===== config.mk =====
export PLATFORM = sky130hd
export DESIGN_NAME = tdma_tx_scheduler
export DESIGN_NICKNAME = d
export VERILOG_FILES = /design/src/rtl/tdma_tx_scheduler.sv
export SDC_FILE = /design/constraint.sdc
export NUM_CORES = 1
export LEC_CHECK = 0
export CAP_MARGIN = 5
export CORE_MARGIN = 2
export CORE_UTILIZATION = 50
export CTS_BUF_LIST = sky130_fd_sc_hd__clkbuf_2 sky130_fd_sc_hd__clkbuf_4 sky130_fd_sc_hd__clkbuf_8
export CTS_CLUSTER_DIAMETER = 150
export CTS_CLUSTER_SIZE = 25
export DETAILED_ROUTE_END_ITERATION = 6
export GPL_TIMING_DRIVEN = 0
export MAX_ROUTING_LAYER = met4
export PLACE_DENSITY_LB_ADDON = 0.25
export SKIP_LAST_GASP = 1
export SLEW_MARGIN = 5
export SYNTH_ARGS = -nofsm -noshare
export SYNTH_HDL_FRONTEND = slang
export SYNTH_SLANG_ARGS = --single-unit
export TNS_END_PERCENT = 1

===== constraint.sdc =====
create_clock -name clk -period 1.9 [get_ports clk]
set_clock_uncertainty 0.05 [all_clocks]
set_input_delay 0.38 -clock clk [delete_from_list [all_inputs] [get_ports clk]]
set_output_delay 0.38 -clock clk [all_outputs]
set_load 0.03 [all_outputs]

===== src/rtl/tdma_tx_scheduler.sv =====
// TDMA transmit scheduler: slot timer, SOS/data arbitration, carrier sense with backoff and retry.
// Optional macro TX_GUARD_EN forbids starting a transmission in the last GUARD_CYCLES of the slot.
module tdma_tx_scheduler #(
  parameter int WORD_WIDTH     = 16,
  parameter int SLOT_CYCLES    = 64,
  parameter int NUM_SLOTS      = 16,
  parameter int BACKOFF_CYCLES = 4,
  parameter int MAX_RETRY      = 3,
  parameter int GUARD_CYCLES   = 8
) (
  input  logic                  clk,
  input  logic                  rst,
  input  logic [WORD_WIDTH-1:0] myTimeslot,
  input  logic                  req_data,
  input  logic                  req_sos,
  input  logic                  channel_clear,
  input  logic                  tx_done,
  output logic                  tx_start,
  output logic [2:0]            tx_type,
  output logic                  done_data,
  output logic                  done_sos,
  output logic                  drop,
  output logic                  busy,
  output logic [WORD_WIDTH-1:0] slot_idx,
  output logic                  slot_tick
);

  localparam int CW = (SLOT_CYCLES > 1) ? $clog2(SLOT_CYCLES) : 1;
  localparam int BW = (BACKOFF_CYCLES > 1) ? $clog2(BACKOFF_CYCLES) : 1;
  localparam int RW = $clog2(MAX_RETRY + 1);
  localparam logic [2:0] T_DATA = 3'b101;
  localparam logic [2:0] T_SOS  = 3'b110;
`ifdef TX_GUARD_EN
  localparam bit GUARD_ON = 1'b1;
`else
  localparam bit GUARD_ON = 1'b0;
`endif

  typedef enum logic [2:0] {IDLE, WAIT_SLOT, SENSE, BACKOFF, TX} state_t;

  state_t          state, nxt;
  logic [CW-1:0]   cyc_cnt;
  logic            run;
  logic            pend_data, pend_sos;
  logic            typ_sos, sos_nxt;
  logic [RW-1:0]   retry, retry_nxt;
  logic [BW-1:0]   boff, boff_nxt;
  logic            cyc_last, slot_last, guard_ok;

  assign cyc_last  = (cyc_cnt == CW'(SLOT_CYCLES - 1));
  assign slot_last = (slot_idx == WORD_WIDTH'(NUM_SLOTS - 1));
  assign guard_ok  = !GUARD_ON || (cyc_cnt <= CW'(SLOT_CYCLES - 1 - GUARD_CYCLES));

  // run holds the counter at 0 for the first post-reset cycle so that cycle carries the first tick.
  always_ff @(posedge clk) begin
    if (rst) begin
      cyc_cnt   <= '0;
      slot_idx  <= '0;
      slot_tick <= 1'b0;
      run       <= 1'b0;
    end else if (!run) begin
      run       <= 1'b1;
      slot_tick <= 1'b1;
    end else if (cyc_last) begin
      cyc_cnt   <= '0;
      slot_tick <= 1'b1;
      slot_idx  <= slot_last ? '0 : slot_idx + 1'b1;
    end else begin
      cyc_cnt   <= cyc_cnt + 1'b1;
      slot_tick <= 1'b0;
    end
  end

  always_ff @(posedge clk) begin
    if (rst) begin
      state     <= IDLE;
      typ_sos   <= 1'b0;
      retry     <= '0;
      boff      <= '0;
      pend_data <= 1'b0;
      pend_sos  <= 1'b0;
    end else begin
      state     <= nxt;
      typ_sos   <= sos_nxt;
      retry     <= retry_nxt;
      boff      <= boff_nxt;
      // A fresh request in the same cycle as the clear is kept rather than lost.
      pend_data <= req_data | (pend_data & ~(done_data | (drop & ~typ_sos)));
      pend_sos  <= req_sos  | (pend_sos  & ~(done_sos  | (drop &  typ_sos)));
    end
  end

  always_comb begin
    nxt       = state;
    sos_nxt   = typ_sos;
    retry_nxt = retry;
    boff_nxt  = boff;
    tx_start  = 1'b0;
    done_data = 1'b0;
    done_sos  = 1'b0;
    drop      = 1'b0;
    case (state)
      IDLE: begin
        if (pend_sos || pend_data) begin
          sos_nxt   = pend_sos;
          retry_nxt = '0;
          nxt       = WAIT_SLOT;
        end
      end
      WAIT_SLOT: begin
        if (slot_tick && (slot_idx == myTimeslot)) nxt = SENSE;
      end
      SENSE: begin
        if (channel_clear && guard_ok) begin
          tx_start = 1'b1;
          nxt      = TX;
        end else begin
          boff_nxt = BW'(BACKOFF_CYCLES - 1);
          nxt      = BACKOFF;
        end
      end
      BACKOFF: begin
        if (boff == '0) nxt = SENSE;
        else boff_nxt = boff - 1'b1;
      end
      TX: begin
        if (tx_done) begin
          done_sos  = typ_sos;
          done_data = !typ_sos;
          nxt       = IDLE;
        end
      end
      default: nxt = IDLE;
    endcase
    // Slot ran out without a start: count the attempt, give up after MAX_RETRY slots.
    if ((state == SENSE || state == BACKOFF) && cyc_last && !tx_start) begin
      retry_nxt = retry + 1'b1;
      if (retry == RW'(MAX_RETRY - 1)) begin
        drop = 1'b1;
        nxt  = IDLE;
      end else begin
        nxt  = WAIT_SLOT;
      end
    end
  end

  assign busy    = (state != IDLE);
  assign tx_type = (state == IDLE) ? 3'b000 : (typ_sos ? T_SOS : T_DATA);

endmodule


==> key figures <==
Run
  • Max cap viols: 0

Clock tree
  • Root buf cell: clkbuf_8
  • Clock sink count: 34
  • Maximum clock path buffer count: 2
  • Worst-Skew Late Latency: 0.29 ns
  • CTS H-tree depth: 2
  • CTS tree: yes
  • CTS buffer count: 5
  • Worst-path clk slew: around 0.070 ns

Critical path
  • CP Cell Sequence: clkdlybuf4s50_1 -> nand2_1 -> nor4_2 -> dlygate4sd2_1
  • WP depth: 4
  • CP Capture Type: output pin
  • Worst Setup Start Kind: input pin
  • Largest stage delay, worst path: ~0.48 ns
  • CP Class: input pin to output pin
  • CP max-delay cell: clkdlybuf4s50_1
  • WP buf/inv: 2
  • Worst path top cell family by delay: buffers and inverters
  • WP data arrival: 1.53 ns
  • CP max FO: 2
  • Path depth of the worst reg2reg path: 6
  • Req. time, crit path: about 1.5 ns

Floorplan
  • # IOs: 47
  • Rows: 22
  • Die height: 64.88 um
  • Starting Density: roughly half
  • Placeable Area: around 0.0036 mm2
  • Die area: approximately 0.0042 mm2
  • DIE WIDTH: between 60 and 70 um

Cells and area
  • Antenna cells: 0
  • Share of cells above drive strength 1: ~16%
  • Nets: around 300
  • Most frequent cells in the layout: 37 x clkdlybuf4s50_1, 33 x dfxtp_1, 26 x nor2_1, 26 x xor2_1, 16 x nand2_1
  • Fillcell total: 330
  • Fin area: 0.002499 mm2
  • Commonest non-fill, non-tap cell in the layout: clkdlybuf4s50_1
  • Area grow syn2layout: 34.84%

Drt
  • DRT Wirelength: between 4 and 5 mm
  • DRC Markers: 0
  • Wire length per cell: around 13 um
  • 1st-pass router iterations: 4
  • Initial DRC Count: between 90 and 100
  • Vias: 1700
  • Antenna-violating nets left: 0
  • Vias/cell: approximately 5.3

Timing
  • Fin crit share: 102.9%
  • RSZ-0062 raised after global routing: true
  • FMAX: roughly 510 MHz
  • Setup ws final: -0.05508 ns
  • Slew Viols, Final: 0
  • Slew HR: a little over two thirds
  • Final Critical Period: just under 2 ns
  • Setup violators final: 7
  • Final count of hold timing violations: 0
  • Worst-Margin Slew: about 0.44 ns

Min path
  • Worst hold-check path type: flop to flop
  • Hold Crit Depth: 2

Logic synthesis
  • Synthesized net count: between 200 and 250
  • Mapped Cells: ~220
  • Sequential area share after synthesis: about 37%
  • Ys Warns: 0
  • Synth Cell Area: 0.001853 mm2
  • Async set-reset flop share out of synthesis: 0%
  • Synth unique cells: 40
  • FF+latch count, synth: 34
  • Syn_area_per_cell: about 8.5 um2
  • EDFF count, synth: 0
  • Most used flip-flop cell after synthesis: dfxtp_1

Power and ir drop
  • Pint: ~1.2 mW
  • Net Switching: between 0.4 and 0.5 mW
  • Power share of the sequential group: 45.4%
  • Power Density: roughly 650 mW/mm2
  • Peak VDD IR: between 0.4 and 0.5 mV
  • Static leakage: between 0.9 and 1 nW
  • Comb pwr share: around 15%
  • Sw frac: about a quarter
  • Clock power share: 39.9%

GRT
  • Number of global-route vias before repair: approximately 1600
  • Met1 usage: between 20% and 30%
  • Global-route wire length before repair: approximately 7.4 mm
  • Met3 GRT Util: under 10%
  • Initial antenna violation count: 0
  • Met2 GRT Util: between 30% and 40%
  • Total congestion overflow: 0
  • Largest net degree at the start of global routing: 12
  • GRT busiest layer: met2
  • All-Layer GR Usage: between 20% and 30%

Placed design
  • Placed cell areas: 0.002370 mm2
  • GPL Wtd Cong: ~0.84
  • Pre-CTS WS: -0.5654 ns
  • Dpl hpwl: 3.232 mm
  • # port buffers: 45

Run status
  • Status: finished, violations left
  • Failing checks: setup timing
## stage by stage
step           TNS, ns  hold slack [ns]  power, mW  util (%)  instances
2_1_floorplan        0           0.3936     0.8872         -        218
3_3_place_gp    -3.052           0.4025     0.9836     65.72        311
3_5_place_dp    -3.111           0.4119     0.9876     65.72        311
4_1_cts        -0.4923           0.4217      1.657     69.57        322
5_1_grt         -1.310           0.4459      1.712     69.29        322
6_report       -0.1895           0.4196      1.635     69.29        322
## cells in the mapped netlist (2+ instances only)
| master | number | area (um2) |
|---|---|---|
| a21oi_1 | 10 | 50.05 |
| a31oi_1 | 2 | 12.51 |
| and2_1 | 3 | 18.77 |
| and3_1 | 4 | 25.02 |
| buf_2 | 3 | 15.01 |
| buf_4 | 3 | 22.52 |
| clkbuf_1 | 2 | 7.510 |
| dfxtp_1 | 34 | 680.7 |
| ha_1 | 4 | 50.05 |
| inv_1 | 8 | 30.03 |
| mux2i_1 | 3 | 30.03 |
| nand2_1 | 16 | 60.06 |
| nand2b_1 | 2 | 12.51 |
| nand3_1 | 10 | 50.05 |
| nand3_2 | 3 | 30.03 |
| nand4_1 | 8 | 50.05 |
| nor2_1 | 26 | 97.59 |
| nor2_2 | 5 | 31.28 |
| nor2b_1 | 2 | 12.51 |
| nor3_1 | 7 | 35.03 |
| nor3b_1 | 2 | 15.01 |
| nor4_1 | 6 | 37.54 |
| nor4_4 | 2 | 42.54 |
| o21ai_0 | 6 | 30.03 |
| xnor2_1 | 7 | 61.31 |
| xor2_1 | 26 | 227.7 |
## worst register-to-register path, cell delays in order (launching register included)
cell and delay [ns]:
dfxtp_1 0.32, buf_4 0.17, nor4_1 0.28, nand3_1 0.22, o31ai_2 0.31, buf_4 0.26
nor2_1 0.07
## kinds of logic (layout without fill, tap and decap cells)
kind of cell    after synthesis  count (layout)  share of synthesized area [%]
xor+xnor                     33              33                          15.60
simple gates                101             101                          30.18
flops                        34              34                          36.73
mux                           4               4                          2.228
compound gates               25              25                          8.306
fa+ha+maj                     4               4                          2.701
buf+inv                      17              73                          4.254
## cell type report
cell class	instances	area [um2]	share of cell area [%]
repair buffers	48	446.7	17.88
clock inverters	3	40.04	1.602
multi-input cells	167	1121	44.87
well taps	48	60.06	2.404
inverters	8	30.03	1.202
flip-flops and latches	34	681.9	27.29
clock buffers	5	68.82	2.754
plain buffers	9	50.05	2.003
## power by group through the flow
stage | combinational (mW) | sequential, mW | clock (mW)
final | 0.240 | 0.742 | 0.653
after global routing | 0.261 | 0.744 | 0.707
after CTS | 0.242 | 0.742 | 0.674
after detailed placement | 0.230 | 0.758 | 0
after global placement | 0.227 | 0.757 | 0
after floorplan | 0.131 | 0.757 | 0
## final timing paths
kind | start | endpoint | slack (ns)
setup / recovery | tx_done | done_data | -0.06
hold / removal | retry[0]$_SDFFE_PP0P_ | retry[0]$_SDFFE_PP0P_ | 0.42
setup reg to reg | slot_idx[5]$_SDFFE_PP0P_ | slot_idx[12]$_SDFFE_PP0P_ | 0.13
hold reg to reg | retry[0]$_SDFFE_PP0P_ | retry[0]$_SDFFE_PP0P_ | 0.42
## layer usage
metal  routed length [um]  vias up
met1                 2044      794
met4                   51        0
met3                  166        9
met2                 1982       31
li1                     -      866
met5                    0        -
## sequential cells by signal (all words and copies together) (netlist names)
signal,cells
slot_tick,1
run,1
cyc_cnt,6
pend_sos,1
typ_sos,1
boff,2
state,3
pend_data,1
slot_idx,16
retry,2
## repair_timing
item	4_1_cts	5_1_grt
resized for setup	24	7
endpoints found under the setup margin	14	30
pin swaps	2	0
hold endpoints to repair	0	0
hold buffers	0	0
buffers inserted	3	0
(Power assumes the default switching activity.)
